**src/rtl/mem_arb_pkg.sv**
```systemverilog
// Shared types for the two-requester BRAM port arbiter.
// Latency: n/a (types only).
// Backpressure: n/a (types only).
package mem_arb_pkg;

    // Arbiter FSM: nobody owns the port, or M0 / M1 owns it.
    typedef enum logic [1:0] {
        IDLE = 2'd0,
        OWN0 = 2'd1,
        OWN1 = 2'd2
    } arb_state_t;

    // Requester identity, also used as the read-return tag.
    typedef enum logic {
        M0 = 1'b0,
        M1 = 1'b1
    } owner_t;

    // One slot of the read-return pipeline.
    typedef struct packed {
        logic   valid;
        owner_t owner;
    } rd_tag_t;

endpackage

```
**src/rtl/rd_tag_pipe.sv**
```systemverilog
// Read-tag delay line: carries {valid, owner} of each granted read to its data return.
// Latency: DEPTH cycles from push to pop.
// Backpressure: none; one tag enters and one leaves every cycle.
//
// Ports: clk, reset (async active-low), push (tag entering this cycle),
//        pop (tag aligned with mem_rdata), pending (any valid tag in flight).
module rd_tag_pipe
    import mem_arb_pkg::*;
#(
    parameter int unsigned DEPTH = 1
) (
    input  logic    clk,
    input  logic    reset,
    input  rd_tag_t push,
    output rd_tag_t pop,
    output logic    pending
);

    rd_tag_t stage [DEPTH];

    always_ff @(posedge clk or negedge reset) begin
        if (!reset) begin
            for (int i = 0; i < int'(DEPTH); i++) begin
                stage[i] <= '0;
            end
        end else begin
            stage[0] <= push;
            for (int i = 1; i < int'(DEPTH); i++) begin
                stage[i] <= stage[i-1];
            end
        end
    end

    assign pop = stage[DEPTH-1];

    always_comb begin
        pending = 1'b0;
        for (int i = 0; i < int'(DEPTH); i++) begin
            pending = pending | stage[i].valid;
        end
    end

endmodule

```
**src/rtl/mem_port_arbiter.sv**
```systemverilog
// Shares one single-port BRAM between M0 (CPU) and M1 (loader/debug) with bounded bursts.
// Latency: req->gnt 1 cycle from IDLE, 0 while owning; read data RD_LATENCY cycles after gnt.
// Backpressure: req/gnt handshake; a requester holds its request until it sees gnt.
//
// Ports: clk, reset (async active-low);
//        mN_req/mN_we/mN_addr/mN_wdata in, mN_gnt/mN_rvalid/mN_rdata out (N = 0, 1);
//        mem_addr/mem_we/mem_wdata to the BRAM, mem_rdata from it; busy status.
module mem_port_arbiter
    import mem_arb_pkg::*;
#(
    parameter int unsigned ADDR_W     = 32,
    parameter int unsigned DATA_W     = 32,
    parameter int unsigned MAX_BURST  = 4,
    parameter int unsigned RD_LATENCY = 1
) (
    input  logic              clk,
    input  logic              reset,

    input  logic              m0_req,
    input  logic              m0_we,
    input  logic [ADDR_W-1:0] m0_addr,
    input  logic [DATA_W-1:0] m0_wdata,
    output logic              m0_gnt,
    output logic              m0_rvalid,
    output logic [DATA_W-1:0] m0_rdata,

    input  logic              m1_req,
    input  logic              m1_we,
    input  logic [ADDR_W-1:0] m1_addr,
    input  logic [DATA_W-1:0] m1_wdata,
    output logic              m1_gnt,
    output logic              m1_rvalid,
    output logic [DATA_W-1:0] m1_rdata,

    output logic [ADDR_W-1:0] mem_addr,
    output logic              mem_we,
    output logic [DATA_W-1:0] mem_wdata,
    input  logic [DATA_W-1:0] mem_rdata,

    output logic              busy
);

    localparam int unsigned CNT_W = $clog2(MAX_BURST + 1);
    typedef logic [CNT_W-1:0] cnt_t;
    localparam cnt_t CNT_MAX = cnt_t'(MAX_BURST);

    arb_state_t state, state_nxt;
    cnt_t       burst_cnt, burst_nxt;
    owner_t     last_owner, last_nxt;

    // Per-cycle view of the current owner versus the other requester.
    owner_t     cur_owner;
    arb_state_t oth_state;
    logic       own_req;
    logic       oth_req;
    logic       grant_any;
    cnt_t       cnt_inc;

    rd_tag_t    tag_in;
    rd_tag_t    tag_out;
    logic       rd_pending;

    // ------------------------------------------------------------------
    // State registers
    // ------------------------------------------------------------------
    always_ff @(posedge clk or negedge reset) begin
        if (!reset) begin
            state      <= IDLE;
            burst_cnt  <= '0;
            last_owner <= M1;   // lets M0 win the first tie after reset
        end else begin
            state      <= state_nxt;
            burst_cnt  <= burst_nxt;
            last_owner <= last_nxt;
        end
    end

    // ------------------------------------------------------------------
    // Grants and memory mux: purely a function of the registered owner
    // ------------------------------------------------------------------
    always_comb begin
        m0_gnt    = 1'b0;
        m1_gnt    = 1'b0;
        mem_addr  = '0;
        mem_we    = 1'b0;
        mem_wdata = '0;
        case (state)
            OWN0: begin
                m0_gnt    = m0_req;
                mem_addr  = m0_addr;
                mem_we    = m0_req & m0_we;
                mem_wdata = m0_wdata;
            end
            OWN1: begin
                m1_gnt    = m1_req;
                mem_addr  = m1_addr;
                mem_we    = m1_req & m1_we;
                mem_wdata = m1_wdata;
            end
            default: ;
        endcase
    end

    // ------------------------------------------------------------------
    // Next-state, burst counter and tie-break memory
    // ------------------------------------------------------------------
    always_comb begin
        cur_owner = (state == OWN1) ? M1 : M0;
        oth_state = (state == OWN1) ? OWN0 : OWN1;
        own_req   = (state == OWN1) ? m1_req : m0_req;
        oth_req   = (state == OWN1) ? m0_req : m1_req;
        grant_any = m0_gnt | m1_gnt;
        // Count includes this cycle's grant so the switch lands right after the last one.
        cnt_inc   = (grant_any && (burst_cnt != CNT_MAX)) ? burst_cnt + cnt_t'(1) : burst_cnt;

        state_nxt = state;
        burst_nxt = burst_cnt;
        last_nxt  = last_owner;

        case (state)
            IDLE: begin
                burst_nxt = '0;
                if (m0_req && m1_req) begin
                    state_nxt = (last_owner == M1) ? OWN0 : OWN1;
                end else if (m0_req) begin
                    state_nxt = OWN0;
                end else if (m1_req) begin
                    state_nxt = OWN1;
                end
            end
            OWN0, OWN1: begin
                if (!own_req) begin
                    // Owner went quiet: hand over directly, or park in IDLE.
                    burst_nxt = '0;
                    last_nxt  = cur_owner;
                    state_nxt = oth_req ? oth_state : IDLE;
                end else if ((cnt_inc == CNT_MAX) && oth_req) begin
                    burst_nxt = '0;
                    last_nxt  = cur_owner;
                    state_nxt = oth_state;
                end else begin
                    burst_nxt = cnt_inc;
                end
            end
            default: begin
                state_nxt = IDLE;
                burst_nxt = '0;
            end
        endcase
    end

    // ------------------------------------------------------------------
    // Read return routing: tag follows the read through the BRAM latency
    // ------------------------------------------------------------------
    always_comb begin
        tag_in       = '0;
        tag_in.valid = (m0_gnt & ~m0_we) | (m1_gnt & ~m1_we);
        tag_in.owner = cur_owner;
    end

    rd_tag_pipe #(
        .DEPTH (RD_LATENCY)
    ) u_rd_tag_pipe (
        .clk     (clk),
        .reset   (reset),
        .push    (tag_in),
        .pop     (tag_out),
        .pending (rd_pending)
    );

    assign m0_rvalid = tag_out.valid && (tag_out.owner == M0);
    assign m1_rvalid = tag_out.valid && (tag_out.owner == M1);
    assign m0_rdata  = mem_rdata;
    assign m1_rdata  = mem_rdata;

    assign busy = (state != IDLE) || rd_pending;

endmodule

```
**config.mk**
```make
export PLATFORM = sky130hd
export DESIGN_NAME = mem_port_arbiter
export DESIGN_NICKNAME = d
export VERILOG_FILES = /design/src/rtl/mem_arb_pkg.sv /design/src/rtl/rd_tag_pipe.sv /design/src/rtl/mem_port_arbiter.sv
export SDC_FILE = /design/constraint.sdc
export NUM_CORES = 1
export LEC_CHECK = 0
export BUFFER_PORTS_ARGS = -buffer_cell sky130_fd_sc_hd__buf_2
export CAP_MARGIN = 10
export CORE_AREA = 2 2 118 120
export CTS_CLUSTER_DIAMETER = 120
export CTS_CLUSTER_SIZE = 40
export DETAILED_ROUTE_END_ITERATION = 8
export DIE_AREA = 0 0 120 122
export PLACE_DENSITY = 0.46
export REMOVE_ABC_BUFFERS = 1
export SYNTH_ARGS = -nofsm -noshare
export SYNTH_HDL_FRONTEND = slang
export SYNTH_SLANG_ARGS = --single-unit
```
**constraint.sdc**
```tcl
create_clock -name clk -period 6.64 [get_ports clk]
set_clock_uncertainty 0.15 [all_clocks]
set_input_delay 0.664 -clock clk [delete_from_list [all_inputs] [get_ports clk]]
set_output_delay 0.664 -clock clk [all_outputs]
set_load 0.02 [all_outputs]
```
==> impl_metrics.sql, run 1 <==
INSERT INTO impl_metrics (metric_group, metric, value, unit) VALUES
('status', 'run_status', 'finished, final reports clean', ''),
('power_and_ir_drop', 'power_density_relative_to_cell_area', '395', 'nW/µm²'),
('drt', 'first_pass_iters', '4', ''),
('floorplan', 'floorplan.rows', '43', ''),
('cts', 'clk_root_buffer_cell', 'sky130_fd_sc_hd__clkbuf_16', ''),
('logic_synthesis', 'syn_inst', '211', ''),
('cts', 'clock_latency', '0.23', 'ns'),
('worst_setup_path', 'crit-reg2reg-launch', 'state[0]', ''),
('global_routing', 'number_of_global_route_vias_before_repair', '2036', ''),
('cts', 'cts_tree', 'yes', ''),
('global_routing', 'pin_count_of_the_biggest_net_entering_global_routing', '68', ''),
('floorplan', 'initial_util', '12.7', '%'),
('cells_and_area', 'finalNetCount', '514', ''),
('drt', 'drt-initial-drc-count', '154', ''),
('cts', 'cts_setup_buffers', '0', ''),
('cts', 'clk_path_buf_depth', '2', ''),
('place', 'detailedPlacementHpwl', '8640', 'µm'),
('floorplan', 'core_area', '13500', 'µm²'),
('worst_setup_path', 'timing.critical_path.to_type', 'primary output', ''),
('logic_synthesis', 'synth.top_cell.area_share', '32.8', '%'),
('cells_and_area', 'layout_cells_sized_above_1', '63.3', '%'),
('timing', 'finalHoldViolations', '0', ''),
('logic_synthesis', 'synthDominantAreaCellType', 'sky130_fd_sc_hd__a22o_1', ''),
('global_routing', 'overflow', '0', ''),
('drt', 'drc', '0', ''),
('worst_setup_path', 'timing.setup.critical_path_class', 'reg -> out', ''),
('logic_synthesis', 'synth_seq_area_share', '11.8', '%'),
('logic_synthesis', 'ys_ff_latch', '8', ''),
('timing', 'timing.setup.tns', '0', 'ns'),
('drt', 'vias', '2200', ''),
('drt', 'route.final.wire_length', '10400', 'µm'),
('global_routing', 'grtUsageTotal', '12.3', '%'),
('timing', 'worst_pin_slew', '0.685', 'ns'),
('timing', 'finalMaxSlewViolations', '0', ''),
('cts', 'cts_sinks', '8', ''),
('cells_and_area', 'layout-area-overhead-vs-synth', '46.5', '%'),
('worst_setup_path', 'reg2regPathDepth', '7', ''),
('floorplan', 'total_die_area', '14600', 'µm²'),
('worst_setup_path', 'cp_max_fo', '67', ''),
('logic_synthesis', 'synthesis.area', '1710', 'µm²'),
('drt', 'vias_per_cell', '4.21', ''),
('timing', 'period_minus_slack', '3.23', 'ns'),
('worst_setup_path', 'critPathRequiredTime', '5.83', 'ns'),
('cts', 'cts_htree_levels', '1', ''),
('cells_and_area', 'layout.cells.most_common', 'sky130_fd_sc_hd__buf_2', ''),
('place', 'port_buffers', '203', ''),
('worst_setup_path', 'start_kind', 'flop', ''),
('floorplan', 'design.portCount', '300', ''),
('cts', 'cts_resized', '0', ''),
('timing', 'timing.fmax', '0.309', 'GHz'),
('drt', 'antenna_left', '0', ''),
('timing', 'rsz_0062_raised_after_global_routing', 'no', ''),
('cts', 'cts_inserted_buffers', '3', ''),
('logic_synthesis', 'ys_warnings', '0', ''),
('floorplan', 'die_h', '122', 'µm'),
('cts', 'cts-hold-fix-buffers', '0', ''),
('worst_setup_path', 'critPathArrivalTime', '2.42', 'ns'),
('place', 'gp_congestion', '0.892', ''),
('run', 'drv.max_cap_violation_count', '0', ''),
('timing', 'finalSetupViolations', '0', ''),
('cells_and_area', 'post-route-cell-area', '2510', 'µm²'),
('drt', 'wire_per_inst', '19.9', 'µm'),
('worst_setup_path', 'r2r_end', 'state[0]', ''),
('worst_setup_path', 'ff2ff_setup_slack', '4.18', 'ns'),
('place', 'total_placed_instance_area', '2420', 'µm²'),
('power_and_ir_drop', 'power_leakage', '1.46', 'nW'),
('floorplan', 'floorplan.die.width', '120', 'µm'),
('logic_synthesis', 'synth_top_cells_by_area', 'sky130_fd_sc_hd__a22o_1, sky130_fd_sc_hd__buf_4, sky130_fd_sc_hd__dfrtp_1', ''),
('global_routing', 'antenna_found_initial', '2', ''),
('power_and_ir_drop', 'ir_worst_vdd', '0.000128', 'V'),
('logic_synthesis', 'syn-mean-instance-area', '8.11', 'µm²'),
('logic_synthesis', 'post_synth_num_cell_types', '34', ''),
('min_path', 'holdCritPathClass', 'in -> async', ''),
('cells_and_area', 'mostFrequentLayoutCells', 'sky130_fd_sc_hd__buf_2, sky130_fd_sc_hd__a22o_1, sky130_fd_sc_hd__nand2_1, sky130_fd_sc_hd__inv_1, sky130_fd_sc_hd__dfrtp_1', ''),
('cts', 'cts.clk_slew.worst_paths', '0.04', 'ns'),
('timing', 'timing.max_slew.rel_slack', '54.3', '%'),
('timing', 'finalCritPeriodShare', '48.7', '%'),
('global_routing', 'first_pass_grt_wire_length', '13300', 'µm');
-- area by class of cell --
class	count	area, µm²
antenna	1	2.50
fill	1528	11000
sequential	8	201
inverter	8	30.0
clock buffer	4	78.8
tap	180	225
multi-input combinational	116	937
timing repair buffer	205	1030
-- worst max path at each step --
stage,startpoint,to,slack (ns),cells past startpoint
3_3_place_gp,state[0],mem_addr[19],3.75,6
5_1_grt,state[0],mem_wdata[6],3.30,6
4_1_cts,state[0],mem_addr[7],3.44,6
6_report,state[0],mem_wdata[6],3.41,6
2_1_floorplan,state[0],mem_addr[0],2.95,4
3_5_place_dp,state[0],mem_addr[7],3.70,6
-- registers in the layout, summed over array words and instances, names as in the netlist --
| signal | flops |
|---|---|
| burst_cnt | 3 |
| state | 2 |
| last_owner | 1 |
| u_rd_tag_pipe.pending | 1 |
| u_rd_tag_pipe.pop | 1 |
-- metal layers --
layer	track usage [%]	vias to the layer above	share of wire, %
li1	-	972	-
met1	17.0	1004	45
met2	15.0	222	38
met3	8.80	2	17
met4	1.40	0	0.22
met5	4.86	-	0
-- stage by stage --
stage	worst slack (ns)	utilization [%]	power, mW	hold WS [ns]	cells
final	3.41	18.6	0.991	0.130	522
after global routing	3.30	18.5	1.05	0.135	521
after CTS	3.44	18.5	1.00	0.131	521
after detailed placement	3.70	18.0	0.884	0.356	517
after global placement	3.75	18.0	0.880	0.357	517
after floorplan	2.95	-	0.595	0.218	132
-- Yosys cell counts, drive strengths merged --
cell type and number:
buf 71, a22o 65, nand2 9, clkbuf 8, inv 8, dfrtp 7
a21oi 6, ha 6, nor2 4, and2 3, o21ai 3, mux2 2
nand2b 2, nor3 2, a2111o 1, a211oi 1, a22oi 1, and2b 1
and4b 1, dfstp 1, mux2i 1, nand3 1, nand4bb 1, nor2b 1
nor4 1, o211ai 1, o22ai 1, or2b 1, xnor2 1
-- critical path: stages, from the launching register on --
cell and delay (ns):
sky130_fd_sc_hd__dfrtp_1 0.40, sky130_fd_sc_hd__inv_1 0.09, sky130_fd_sc_hd__ha_1 0.32, sky130_fd_sc_hd__and2_2 0.19, sky130_fd_sc_hd__buf_4 0.52, sky130_fd_sc_hd__a22o_1 0.36
sky130_fd_sc_hd__buf_2 0.23
-- power by group --
part | switching (mW) | internal, mW
Combinational | 0.509 | 0.298
Clock | 0.0258 | 0.0802
Sequential | 0.0114 | 0.0658
Total | 0.547 | 0.444
-- kinds of logic (layout without fill, tap and decap cells) --
group,Yosys count,count (layout),synth area share (%)
simple gates,27,27,8.56
buf+inv,87,217,33.6
mux,3,3,1.90
other cells,0,1,0
compound gates,79,79,39.3
fa+ha+maj,6,6,4.39
flops,8,8,11.8
xor+xnor,1,1,0.512
Power figures use the tool's default switching activity.
==> inputs of run 2 (changes only) <==
Settings changed: PLACE_DENSITY 0.46 to 0.48.
Clock period 6.64 ns to 2.9 ns, I/O delays scaled along.
==> run 2 against run 1 <==
Sequential power rose by 130%. Non-clock buffer count up 1. Wire length fell by 12%. Die area unchanged. Global-route usage down 1.6 points.
==> impl_metrics.sql, run 2 (same netlist as run 1, synthesis figures left out) <==
INSERT INTO impl_metrics (metric_group, metric, value, unit) VALUES
('status', 'run_status', 'finished, final reports clean', ''),
('floorplan', 'initial_util', '12.7', '%'),
('cells_and_area', 'largest_reg_flops', '3', ''),
('floorplan', 'total_die_area', '14600', 'µm²'),
('timing', 'timing.fmax', '0.372', 'GHz'),
('global_routing', 'overflow', '0', ''),
('floorplan', 'floorplan.die.width', '120', 'µm'),
('cells_and_area', 'top_regs', 'burst_cnt (3), state (2)', ''),
('floorplan', 'design.portCount', '300', ''),
('global_routing', 'grtUsageTotal', '10.7', '%'),
('drt', 'top_layer', 'met5', ''),
('place', 'detailedPlacementHpwl', '7490', 'µm'),
('cells_and_area', 'final-instance-count-excl-fill', '522', ''),
('min_path', 'holdCritPathClass', 'in -> reg', ''),
('cells_and_area', 'layout_cells_sized_above_1', '63.2', '%'),
('global_routing', 'antenna_found_initial', '0', ''),
('drt', 'drc', '0', ''),
('global_routing', 'first_pass_grt_wire_length', '11800', 'µm'),
('place', 'total_placed_instance_area', '2450', 'µm²'),
('cts', 'cts.clk_slew.worst_paths', '0.04', 'ns'),
('cts', 'cts_htree_levels', '1', ''),
('timing', 'period_minus_slack', '2.69', 'ns'),
('cells_and_area', 'num_antenna_cells', '0', ''),
('run', 'drv.max_cap_violation_count', '0', ''),
('power_and_ir_drop', 'power_leakage', '1.47', 'nW'),
('floorplan', 'die_h', '122', 'µm'),
('place', 'port_buffers', '203', ''),
('power_and_ir_drop', 'switching_share', '53.1', '%'),
('cts', 'clock_latency', '0.24', 'ns'),
('power_and_ir_drop', 'cellInternalPower', '1.04', 'mW'),
('timing', 'worst_pin_slew', '0.619', 'ns'),
('worst_setup_path', 'critPathArrivalTime', '2.25', 'ns'),
('timing', 'finalCritPeriodShare', '92.7', '%'),
('drt', 'antenna_left', '0', ''),
('place', 'gp_congestion', '0.734', ''),
('power_and_ir_drop', 'power.sequential.fraction', '8.0', '%'),
('power_and_ir_drop', 'pwr-share-comb', '80.8', '%'),
('timing', 'finalMaxSlewViolations', '0', ''),
('worst_setup_path', 'start_kind', 'flop', ''),
('cts', 'clk_path_buf_depth', '2', ''),
('power_and_ir_drop', 'ir_worst_vdd', '0.000242', 'V'),
('cts', 'clk_root_buffer_cell', 'sky130_fd_sc_hd__clkbuf_16', ''),
('drt', 'vias_per_cell', '4.20', ''),
('worst_setup_path', 'cp_max_fo', '51', ''),
('worst_setup_path', 'critPathRequiredTime', '2.46', 'ns'),
('floorplan', 'floorplan.rows', '43', ''),
('timing', 'rsz_0062_raised_after_global_routing', 'no', ''),
('drt', 'route.final.wire_length', '9150', 'µm'),
('drt', 'routed-wl-met3', '1560', 'µm'),
('power_and_ir_drop', 'clock_power_share', '11.2', '%'),
('cells_and_area', 'layout.cells.most_common', 'sky130_fd_sc_hd__buf_2', ''),
('cells_and_area', 'finalNetCount', '515', ''),
('drt', 'vias', '2194', ''),
('cts', 'cts_resized', '0', ''),
('timing', 'finalHoldViolations', '0', ''),
('worst_setup_path', 'timing.setup.critical_path_class', 'reg -> out', ''),
('cells_and_area', 'layout-area-overhead-vs-synth', '48.4', '%'),
('power_and_ir_drop', 'switching_power', '1.18', 'mW'),
('power_and_ir_drop', 'power_density_relative_to_cell_area', '876', 'nW/µm²'),
('drt', 'drt-initial-drc-count', '107', ''),
('place', 'dpl_worst_slack', '0.462', 'ns'),
('timing', 'timing.max_slew.rel_slack', '58.3', '%'),
('drt', 'detailroute.wirelength.met2', '3660', 'µm'),
('drt', 'wire_per_inst', '17.5', 'µm'),
('cts', 'cts_inserted_buffers', '3', ''),
('global_routing', 'pin_count_of_the_biggest_net_entering_global_routing', '65', ''),
('cells_and_area', 'layout_utilization', '18.8', '%'),
('cells_and_area', 'mostFrequentLayoutCells', 'sky130_fd_sc_hd__buf_2, sky130_fd_sc_hd__a22o_1, sky130_fd_sc_hd__nand2_1, sky130_fd_sc_hd__inv_1, sky130_fd_sc_hd__dfrtp_1', ''),
('global_routing', 'number_of_global_route_vias_before_repair', '1916', ''),
('cts', 'cts_sinks', '8', ''),
('cells_and_area', 'post-route-cell-area', '2540', 'µm²'),
('place', 'numPlacedInstances', '517', ''),
('cells_and_area', 'max_flop_register', 'burst_cnt', ''),
('worst_setup_path', 'timing.critical_path.to_type', 'primary output', ''),
('cts', 'cts_tree', 'yes', ''),
('drt', 'first_pass_iters', '4', ''),
('floorplan', 'core_area', '13500', 'µm²'),
('timing', 'setup_slack', '0.213', 'ns'),
('timing', 'timing.setup.tns', '0', 'ns'),
('timing', 'finalSetupViolations', '0', ''),
('drt', 'detail_route.wirelength.met1', '3760', 'µm');
-- run 2: cell types whose count changed in the layout (fill, tap and decap cells not counted) --
cell                            previous run  this run
sky130_fd_sc_hd__buf_4                     2         0
sky130_fd_sc_hd__buf_12                    0         2
sky130_fd_sc_hd__diode_2                   1         0
sky130_fd_sc_hd__dlygate4sd3_1             0         1
-- run 2: worst max-delay path: stages, from the launching register on --
cell,delay (ns)
sky130_fd_sc_hd__dfrtp_1,0.40
sky130_fd_sc_hd__inv_1,0.09
sky130_fd_sc_hd__ha_1,0.32
sky130_fd_sc_hd__and2_2,0.45
sky130_fd_sc_hd__buf_12,0.27
sky130_fd_sc_hd__a22o_1,0.23
sky130_fd_sc_hd__buf_2,0.19
-- run 2: power groups by stage --
stage               Combinational [mW]  Sequential (mW)  Clock (mW)
floorplan                         1.19            0.170           0
global placement                  1.80            0.176           0
detailed placement                1.81            0.179           0
CTS                               1.82            0.178       0.252
global route                      1.93            0.183       0.256
finish                            1.80            0.178       0.249
-- run 2: final timing paths --
kind,startpoint,to,slack (ns),cells past startpoint
min in group asynchronous,reset,state[1],0.28,2
min,m0_we,u_rd_tag_pipe.pending,0.1,2
max,state[0],mem_wdata[9],0.21,6
max in group asynchronous,reset,last_owner,2.07,2
max reg2reg,state[0],state[0],0.46,7
min reg2reg,last_owner,last_owner,0.36,2
-- run 2: final cells by class --
cell class	count	area [µm²]
fillers	1531	11000
inverters	8	30.0
flip-flops and latches	8	201
repair buffers	206	1070
clock buffers	4	78.8
well taps	180	225
multi-input cells	116	937
-- run 2: stage by stage --
| stage | total power, mW | hold slack, ns |
|---|---|---|
| detailed placement | 1.99 | 0.0143 |
| global placement | 1.97 | 0.00712 |
| finish | 2.22 | 0.0966 |
| CTS | 2.25 | 0.0904 |
| floorplan | 1.36 | -0.156 |
| global route | 2.37 | 0.113 |
-- run 2: routing by layer --
metal,global-route usage [%],vias to the layer above
li1,-,978
met1,13.4,1004
met2,13.6,199
met3,8.29,9
met4,2.21,4
met5,8.33,-
-- run 2: timing repair --
| action | CTS | global route |
|---|---|---|
| endpoints found under the hold margin | 8 | 0 |
| hold buffers | 1 | 0 |
| setup buffers | 0 | 0 |
==> inputs of run 3 (changes only) <==
==> constraint.sdc (replaced) <==
create_clock -name clk -period 2.9 [get_ports clk]
set_clock_uncertainty 0.15 [all_clocks]
set_input_delay 0.58 -clock clk [delete_from_list [all_inputs] [get_ports clk]]
set_output_delay 0.58 -clock clk [all_outputs]
set_load 0.02 [all_outputs]
==> run 3 against run 2 <==
Register-to-register slack better by 0.02 ns. Wire length is 1.6% lower. Cell count is 0.19% lower. Largest cell class unchanged.
==> impl_metrics.sql, run 3 (same netlist as run 1, synthesis figures left out) <==
INSERT INTO impl_metrics (metric_group, metric, value, unit) VALUES
('cts', 'cts_sinks', '8', ''),
('floorplan', 'floorplan.die.width', '120', 'µm'),
('cells_and_area', 'mostFrequentLayoutCells', 'sky130_fd_sc_hd__buf_2, sky130_fd_sc_hd__a22o_1, sky130_fd_sc_hd__nand2_1, sky130_fd_sc_hd__inv_1, sky130_fd_sc_hd__dfrtp_1', ''),
('worst_setup_path', 'critPathRequiredTime', '2.17', 'ns'),
('cells_and_area', 'num_antenna_cells', '0', ''),
('worst_setup_path', 'timing.critical_path.to_type', 'primary output', ''),
('worst_setup_path', 'critical-path-slowest-cell', 'sky130_fd_sc_hd__dfrtp_1', ''),
('power_and_ir_drop', 'ir_worst_vdd', '0.000329', 'V'),
('worst_setup_path', 'ff2ff_setup_slack', '0.48', 'ns'),
('place', 'gp_congestion', '0.709', ''),
('cts', 'cts_setup_buffers', '0', ''),
('worst_setup_path', 'r2r_end', 'state[1]', ''),
('worst_setup_path', 'critPathCapture', 'mem_wdata[9]', ''),
('cts', 'clock_latency', '0.24', 'ns'),
('global_routing', 'overflow', '0', ''),
('worst_setup_path', 'cp_slowest_stage_delay', '0.40', 'ns'),
('power_and_ir_drop', 'switching_share', '53.1', '%'),
('cells_and_area', 'max_flop_register', 'burst_cnt', ''),
('power_and_ir_drop', 'power.sequential.fraction', '8.0', '%'),
('drt', 'drt-initial-drc-count', '87', ''),
('timing', 'finalCritPeriodShare', '95.1', '%'),
('global_routing', 'number_of_global_route_vias_before_repair', '1877', ''),
('timing', 'timing.max_slew.rel_slack', '60.0', '%'),
('cts', 'cts_htree_levels', '1', ''),
('cells_and_area', 'layout_cells_sized_above_1', '63.3', '%'),
('worst_setup_path', 'start_kind', 'flop', ''),
('cts', 'cts-hold-fix-buffers', '0', ''),
('cts', 'cts_inserted_buffers', '3', ''),
('cts', 'cts_tree', 'yes', ''),
('timing', 'period_minus_slack', '2.76', 'ns'),
('cells_and_area', 'top_regs', 'burst_cnt (3), state (2)', ''),
('place', 'detailedPlacementHpwl', '7310', 'µm'),
('drt', 'wire_per_inst', '17.3', 'µm'),
('drt', 'drc', '0', ''),
('cts', 'cts_resized', '0', ''),
('drt', 'top_layer', 'met5', ''),
('timing', 'finalHoldViolations', '0', ''),
('worst_setup_path', 'crit-reg2reg-launch', 'state[0]', ''),
('worst_setup_path', 'cp_max_fo', '67', ''),
('floorplan', 'design.portCount', '300', ''),
('place', 'total_placed_instance_area', '2450', 'µm²'),
('floorplan', 'floorplan.rows', '43', ''),
('power_and_ir_drop', 'power_leakage', '1.47', 'nW'),
('cells_and_area', 'largest_reg_flops', '3', ''),
('global_routing', 'first_pass_grt_wire_length', '11700', 'µm'),
('timing', 'timing.hold.ws', '0.0355', 'ns'),
('timing', 'finalSetupViolations', '0', ''),
('floorplan', 'initial_util', '12.7', '%'),
('drt', 'vias', '2173', ''),
('drt', 'route.final.wire_length', '9000', 'µm'),
('timing', 'worst_pin_slew', '0.594', 'ns'),
('cells_and_area', 'post-route-cell-area', '2530', 'µm²'),
('global_routing', 'antenna_found_initial', '0', ''),
('place', 'port_buffers', '203', ''),
('drt', 'routed-wl-met3', '1690', 'µm'),
('drt', 'first_pass_iters', '4', ''),
('power_and_ir_drop', 'cellInternalPower', '1.04', 'mW'),
('worst_setup_path', 'cp_cell_sequence', 'inv_1 -> ha_1 -> and2_2 -> buf_12 -> a22o_1 -> buf_2', ''),
('floorplan', 'die_h', '122', 'µm'),
('status', 'run_status', 'finished, final reports clean', ''),
('worst_setup_path', 'reg2regPathDepth', '7', ''),
('power_and_ir_drop', 'power_density_relative_to_cell_area', '880', 'nW/µm²'),
('cells_and_area', 'finalNetCount', '514', ''),
('timing', 'rsz_0062_raised_after_global_routing', 'no', ''),
('cells_and_area', 'layout-area-overhead-vs-synth', '47.8', '%'),
('cells_and_area', 'layout.cells.most_common', 'sky130_fd_sc_hd__buf_2', ''),
('floorplan', 'core_area', '13500', 'µm²'),
('global_routing', 'pin_count_of_the_biggest_net_entering_global_routing', '68', ''),
('worst_setup_path', 'critPathArrivalTime', '2.03', 'ns'),
('power_and_ir_drop', 'pwr-share-comb', '80.6', '%'),
('cts', 'cts.clk_slew.worst_paths', '0.04', 'ns'),
('timing', 'finalMaxSlewViolations', '0', ''),
('power_and_ir_drop', 'clock_power_share', '11.4', '%'),
('drt', 'vias_per_cell', '4.17', ''),
('drt', 'detailroute.wirelength.met2', '3520', 'µm'),
('cts', 'clk_path_buf_depth', '2', ''),
('worst_setup_path', 'timing.setup.critical_path_class', 'reg -> out', ''),
('floorplan', 'total_die_area', '14600', 'µm²'),
('worst_setup_path', 'startpoint', 'state[0]', ''),
('drt', 'antenna_left', '0', ''),
('min_path', 'holdCritPathClass', 'in -> async', ''),
('timing', 'timing.fmax', '0.363', 'GHz'),
('drt', 'detail_route.wirelength.met1', '3660', 'µm'),
('cts', 'clk_root_buffer_cell', 'sky130_fd_sc_hd__clkbuf_16', ''),
('global_routing', 'grtUsageTotal', '10.7', '%'),
('run', 'drv.max_cap_violation_count', '0', ''),
('power_and_ir_drop', 'switching_power', '1.18', 'mW');
## run 3: changes by cell type in the layout (fill, tap and decap cells not counted)
cell | before | now
sky130_fd_sc_hd__dlygate4sd3_1 | 1 | 0
## run 3: layer usage
metal	vias to the layer above	GRT usage [%]
met1	995	13.1
met4	2	2.43
met2	196	13.0
li1	973	-
met5	-	8.33
met3	7	9.27
## run 3: worst min path at each step
stage                      from            to  cells after the start
after global placement    reset  burst_cnt[2]                      1
after detailed placement  reset  burst_cnt[0]                      1
after CTS                 reset  burst_cnt[0]                      1
after floorplan           reset  burst_cnt[0]                      0
after global routing      reset  burst_cnt[0]                      1
final                     reset  burst_cnt[2]                      1
## run 3: worst max-delay path: cells and delay by family, from the launching register on
| family | cells | cell delay [ns] |
|---|---|---|
| buf+inv | 3 | 0.54 |
| fa+ha+maj | 1 | 0.31 |
| compound gates | 1 | 0.26 |
| flops | 1 | 0.40 |
| simple gates | 1 | 0.22 |
## run 3: area by class of cell
cell class | instances | area, µm²
repair buffers | 205 | 1060
multi-input cells | 116 | 937
well taps | 180 | 225
flip-flops and latches | 8 | 201
fillers | 1512 | 11000
inverters | 8 | 30.0
clock buffers | 4 | 78.8
## run 3: metrics by stage
step	setup slack, ns	total power, mW	TNS, ns	utilization (%)	std cells
6_report	0.142	2.22	0	18.7	521
5_1_grt	0.0357	2.38	0	18.7	521
4_1_cts	0.177	2.24	0	18.7	521
3_5_place_dp	0.443	1.98	0	18.1	517
3_3_place_gp	0.443	1.97	0	18.1	517
2_1_floorplan	-0.707	1.36	-45.78	-	132
## run 3: power by group through the flow
stage / clock (mW) / sequential, mW / combinational (mW)
global placement: 0 / 0.179 / 1.79
floorplan: 0 / 0.170 / 1.19
global route: 0.258 / 0.185 / 1.94
CTS: 0.254 / 0.179 / 1.81
finish: 0.253 / 0.179 / 1.79
detailed placement: 0 / 0.180 / 1.80
